[config.mk]
export PLATFORM = sky130hd
export DESIGN_NAME = mem_stage_ctrl
export DESIGN_NICKNAME = d
export VERILOG_FILES = /design/src/rtl/mem_stage_ctrl.sv
export SDC_FILE = /design/constraint.sdc
export NUM_CORES = 1
export LEC_CHECK = 0
export CORE_MARGIN = 2
export CORE_UTILIZATION = 48
export DETAILED_ROUTE_END_ITERATION = 10
export PLACE_DENSITY = 0.9
export SLEW_MARGIN = 5
export SYNTH_ARGS = -nofsm -noshare
export SYNTH_HDL_FRONTEND = slang
export SYNTH_SLANG_ARGS = --single-unit
[constraint.sdc]
create_clock -name clk -period 4.05 [get_ports clk]
set_input_delay 0.81 -clock clk [delete_from_list [all_inputs] [get_ports clk]]
set_output_delay 0.81 -clock clk [all_outputs]
set_load 0.05 [all_outputs]
[src/rtl/mem_stage_ctrl.sv]
// MEM-stage data-memory initiator for the lc3b pipeline: issues word/byte and
// indirect (LDI/STI) accesses, stalls the pipe while in flight, returns load data.
module mem_stage_ctrl #(
  parameter int WIDTH = 16
) (
  input  logic             clk,
  input  logic             rst_n,
  input  logic             mem_valid,
  input  logic [2:0]       mem_op,
  input  logic             mem_flush,
  input  logic [WIDTH-1:0] mem_address,
  input  logic [WIDTH-1:0] mem_store_data,
  output logic [WIDTH-1:0] dmem_address,
  output logic             dmem_read,
  output logic             dmem_write,
  output logic [1:0]       dmem_byte_enable,
  output logic [WIDTH-1:0] dmem_wdata,
  input  logic [WIDTH-1:0] dmem_rdata,
  input  logic             dmem_resp,
  output logic [WIDTH-1:0] mem_rdata,
  output logic             mem_stall,
  output logic             mem_done
);

  localparam logic [2:0] OP_NONE = 3'b000;
  localparam logic [2:0] OP_LDR  = 3'b001;
  localparam logic [2:0] OP_LDB  = 3'b010;
  localparam logic [2:0] OP_STR  = 3'b011;
  localparam logic [2:0] OP_STB  = 3'b100;
  localparam logic [2:0] OP_LDI  = 3'b101;
  localparam logic [2:0] OP_STI  = 3'b110;
  localparam logic [2:0] OP_RSVD = 3'b111;

  typedef enum logic [1:0] {S_IDLE, S_IND, S_ACC, S_DONE} state_e;

  function automatic logic op_is_ind(input logic [2:0] op);
    return (op == OP_LDI) || (op == OP_STI);
  endfunction

  function automatic logic op_is_load(input logic [2:0] op);
    return (op == OP_LDR) || (op == OP_LDB) || (op == OP_LDI);
  endfunction

  function automatic logic op_is_byte(input logic [2:0] op);
    return (op == OP_LDB) || (op == OP_STB);
  endfunction

  state_e           state_q, state_d;
  logic [2:0]       op_q, op_d;
  logic [WIDTH-1:0] addr_q, addr_d;
  logic             rd_q, rd_d;
  logic             wr_q, wr_d;
  logic [1:0]       be_q, be_d;
  logic [WIDTH-1:0] wdata_q, wdata_d;
  logic [WIDTH-1:0] rdata_q, rdata_d;
  logic             done_q, done_d;
  logic             start;
  logic [WIDTH-1:0] base;

  always_comb begin
    // NOTE: every signal written here gets a default first so no path leaves it unassigned (no latches).
    start     = mem_valid && !mem_flush && (mem_op != OP_NONE) && (mem_op != OP_RSVD);
    state_d   = state_q;
    op_d      = op_q;
    rdata_d   = rdata_q;
    mem_stall = 1'b0;
    base      = '0;

    unique case (state_q)
      S_IDLE: begin
        mem_stall = start;
        if (start) begin
          op_d    = mem_op;
          state_d = op_is_ind(mem_op) ? S_IND : S_ACC;
        end
      end
      S_IND: begin
        mem_stall = 1'b1;
        // A squashed pointer read has no side effect, so abandon it on completion.
        if (dmem_resp) state_d = mem_flush ? S_IDLE : S_ACC;
      end
      S_ACC: begin
        mem_stall = 1'b1;
        if (dmem_resp) begin
          state_d = S_DONE;
          if (op_is_load(op_q)) begin
            if (op_is_byte(op_q))
              rdata_d = {8'h00, addr_q[0] ? dmem_rdata[15:8] : dmem_rdata[7:0]};
            else
              rdata_d = dmem_rdata;
          end
        end
      end
      S_DONE:  state_d = S_IDLE;
      default: state_d = S_IDLE;
    endcase

    // Memory-side outputs are registered, decoded from the state being entered.
    rd_d    = 1'b0;
    wr_d    = 1'b0;
    be_d    = 2'b00;
    addr_d  = '0;
    wdata_d = '0;
    done_d  = (state_d == S_DONE);

    unique case (state_d)
      S_IND: begin
        rd_d   = 1'b1;
        addr_d = {mem_address[WIDTH-1:1], 1'b0};
        be_d   = 2'b11;
      end
      S_ACC: begin
        if (state_q == S_ACC) begin
          rd_d    = rd_q;
          wr_d    = wr_q;
          be_d    = be_q;
          addr_d  = addr_q;
          wdata_d = wdata_q;
        end else begin
          // Coming from IND the pointer is the word being returned right now.
          base = (state_q == S_IND) ? dmem_rdata : mem_address;
          rd_d = op_is_load(op_d);
          wr_d = !op_is_load(op_d);
          if (op_is_byte(op_d)) begin
            addr_d  = base;
            be_d    = base[0] ? 2'b10 : 2'b01;
            wdata_d = {mem_store_data[7:0], mem_store_data[7:0]};
          end else begin
            addr_d  = {base[WIDTH-1:1], 1'b0};
            be_d    = 2'b11;
            wdata_d = mem_store_data;
          end
        end
      end
      default: ;
    endcase
  end

  // NOTE: sequential state uses non-blocking assignments so every register samples pre-edge values.
  always_ff @(posedge clk or negedge rst_n) begin
    if (!rst_n) begin
      state_q <= S_IDLE;
      op_q    <= OP_NONE;
      addr_q  <= '0;
      rd_q    <= 1'b0;
      wr_q    <= 1'b0;
      be_q    <= 2'b00;
      wdata_q <= '0;
      rdata_q <= '0;
      done_q  <= 1'b0;
    end else begin
      state_q <= state_d;
      op_q    <= op_d;
      addr_q  <= addr_d;
      rd_q    <= rd_d;
      wr_q    <= wr_d;
      be_q    <= be_d;
      wdata_q <= wdata_d;
      rdata_q <= rdata_d;
      done_q  <= done_d;
    end
  end

  assign dmem_address     = addr_q;
  assign dmem_read        = rd_q;
  assign dmem_write       = wr_q;
  assign dmem_byte_enable = be_q;
  assign dmem_wdata       = wdata_q;
  assign mem_rdata        = rdata_q;
  assign mem_done         = done_q;

endmodule

==> run metrics <==
maximum vdd drop=~0.52 mV; relative slew slack=approximately 44%; first-pass GRT wire length=between 10,000 and 15,000 um; layout cells sized above 1=7.96%; initial antenna violation count=0; Syn-to-layout area delta=48.1%; synthesized instance count=287; Pre-antenna DRT Iters=5; GPL Wtd Cong=0.902; Hold/Removal Path Class=flop to flop; Post-synth top flop=dfrtp_1; largest net degree at the start of global routing=38; # fillers=between 400 and 500; Setup CP Type=primary input to flop; multi-input logic area=about 1300 um2; Via-to-Cell Ratio=approximately 5.8; Post-synth EDFFs=0; total power=3.77 mW; H-tree depth=3; post-synthesis async set-or-reset flop share=100%; max incr delay on CP=690 ps; Starting Density=between 40% and 50%; startpoint types=primary input; Yosys reg bits=58; critical path data arrival time=3880 ps; Slew Limit Fails=0; Power Density=~900 nW/um2; Cell variety after synth=42; Max Freq=around 270 MHz; Die Wd=around 82 um; CTS Sinks=58; critical-path maximum fanout=15; root buffer cell=clkbuf_8; CTS-repair resized insts=0; Final Cycle Share=between 90% and 100%; Post-CTS Setup Repair Bufs=0; TritonCTS clock tree=yes; Core Box Area=just under 6000 um2; Syn Area/Cell=about 10 um2; Final Hold Vio Count=0; drt wl/cell=approximately 18 um; input/output buffers=approximately 110; Detail Route Antenna Nets=0; setup TNS=0 ps; Critical-path top delay cell=clkdlybuf4s50_1; vias in the first global route=2,772; Clk pin slew, worst setup/hold paths=around 70 ps; Sequential Area=1450 um2; die area=around 6700 um2; chip height=81.7 um; Routed Wire Length=approximately 9000 um; Antenna Cells=0; Synth Warn #=0; CTS Buffer Depth=2; Final Net Count=461; clock buffer count from CTS=9; Data required, critical path=4280 ps; Post-Syn Nets=351; I/O Pins=110; # setup viols final=0; Slew @ Worst Pin=between 800 and 900 ps; Period minus WS final=~3700 ps; initial drt markers=~210; Cell Area, Synth=roughly 2900 um2; status=finished clean; RSZ-0062 raised after global routing=false; register area share after synthesis=about 50%; Detail Placement HPWL=about 6200 um; Max-Cap Viols=0; crit end category=flop; # rows=28; # hold bufs at CTS=0; detailed-route DRC error count=0; worst path cell trace=clkdlybuf4s50_1 -> inv_1 -> or4b_1 -> nand2_1 -> a211o_1 -> o21ai_0 -> ha_1 -> inv_1 -> nor2_1 -> or2_2 -> o21ai_0; clk_lat worst skew=between 300 and 400 ps; GR Util All Layers=between 20% and 30%; total number of vias=2,764; Clock Skew=between 4 and 5 ps; GR Overflow Total=0; Pleak=approximately 1.9 nW
## cell families after synthesis
group	synth area share (%)
AND/OR/NAND/NOR	11.4
multiplexers	8.98
AO/OA/AOI/OAI	21.6
XOR/XNOR	0.561
adder cells (fa/ha/maj)	3.45
flip-flops	50.1
buffers and inverters	3.88
## sequential cells by signal, summed over array words and instances (netlist names)
signal	cells
dmem_write	1
op_q	3
state_q	2
dmem_read	1
dmem_address	16
mem_done	1
mem_rdata	16
dmem_wdata	16
dmem_byte_enable	2
## layer usage
metal / up-vias / GRT usage [%] / wire (um)
li1: 1255 / - / -
met1: 1354 / 36.2 / 3700
met2: 132 / 42.4 / 4220
met3: 23 / 7.25 / 585
met4: 0 / 12.0 / 252
met5: - / 0 / 0
## Yosys cell counts (2+ instances only)
cell type | count | share of area (%)
dfrtp_1 | 58 | 50
a21oi_1 | 17 | 2.9
nor3b_1 | 4 | 1.0
o31ai_1 | 2 | 0.52
mux2i_1 | 26 | 9.0
nor3_1 | 2 | 0.35
o22ai_1 | 3 | 0.65
o21ai_0 | 38 | 6.6
a211oi_1 | 2 | 0.52
nor2_1 | 20 | 2.6
a22oi_1 | 16 | 4.1
clkbuf_1 | 10 | 1.3
a22o_1 | 10 | 3.0
ha_1 | 8 | 3.5
nand2_1 | 32 | 4.1
buf_2 | 6 | 1.0
inv_1 | 8 | 1.0
## final cells by class
type,instances,area share (%)
clock inverters,4,1.69
inverters,8,0.699
flip-flops and latches,58,33.8
repair buffers,117,26.7
well taps,75,2.19
multi-input cells,203,31.1
clock buffers,12,3.85
## path summary, 6_finish.rpt
check                              from               end  slack (ps)  cells after the start
max in group asynchronous         rst_n     dmem_wdata[5]        2670                      2
setup reg to reg             state_q[0]  dmem_address[11]        1170                      9
setup / recovery              mem_op[1]  dmem_address[11]         400                     11
hold / removal             mem_rdata[4]      mem_rdata[4]         480                      2
min in group asynchronous         rst_n      mem_rdata[6]         570                      1
hold reg to reg            mem_rdata[4]      mem_rdata[4]         480                      2
## where the power goes
group | internal, mW | total [mW] | switching [mW]
clock | 0.396 | 0.632 | 0.236
sequential | 0.800 | 0.952 | 0.152
combinational | 0.758 | 2.19 | 1.43
## cells in the final DEF, fill, tap and decap left out, types with 2 or more instances in the layout
cell / instances
buf_4: 8
a22o_1: 10
nor3b_1: 4
ha_1: 8
o22ai_1: 3
a22oi_1: 16
inv_1: 8
clkbuf_8: 12
o31ai_1: 2
dfrtp_1: 58
a21oi_1: 17
nor2_1: 20
clkdlybuf4s50_1: 108
bufinv_16: 2
nand2_1: 32
nor3_1: 2
o21ai_0: 38
a211oi_1: 2
mux2i_1: 26
## critical path, delay by kind of cell
kind	cells	cell delay (ps)
AND/OR/NAND/NOR	4	1180
buffers and inverters	3	980
adder cells (fa/ha/maj)	1	320
AO/OA/AOI/OAI	3	580
## metrics by stage
stage          util, %  instances  hold WS, ps  setup WS [ps]  cell area, um2
2_1_floorplan        -        287          514           1070            2900
4_1_cts           73.0        477          485            455            4290
3_3_place_gp      68.9        461          461            384            4060
6_report          73.0        477          478            400            4290
3_5_place_dp      68.9        461          470            219            4060
5_1_grt           73.0        477          502            248            4290
(Power assumes the default switching activity.)
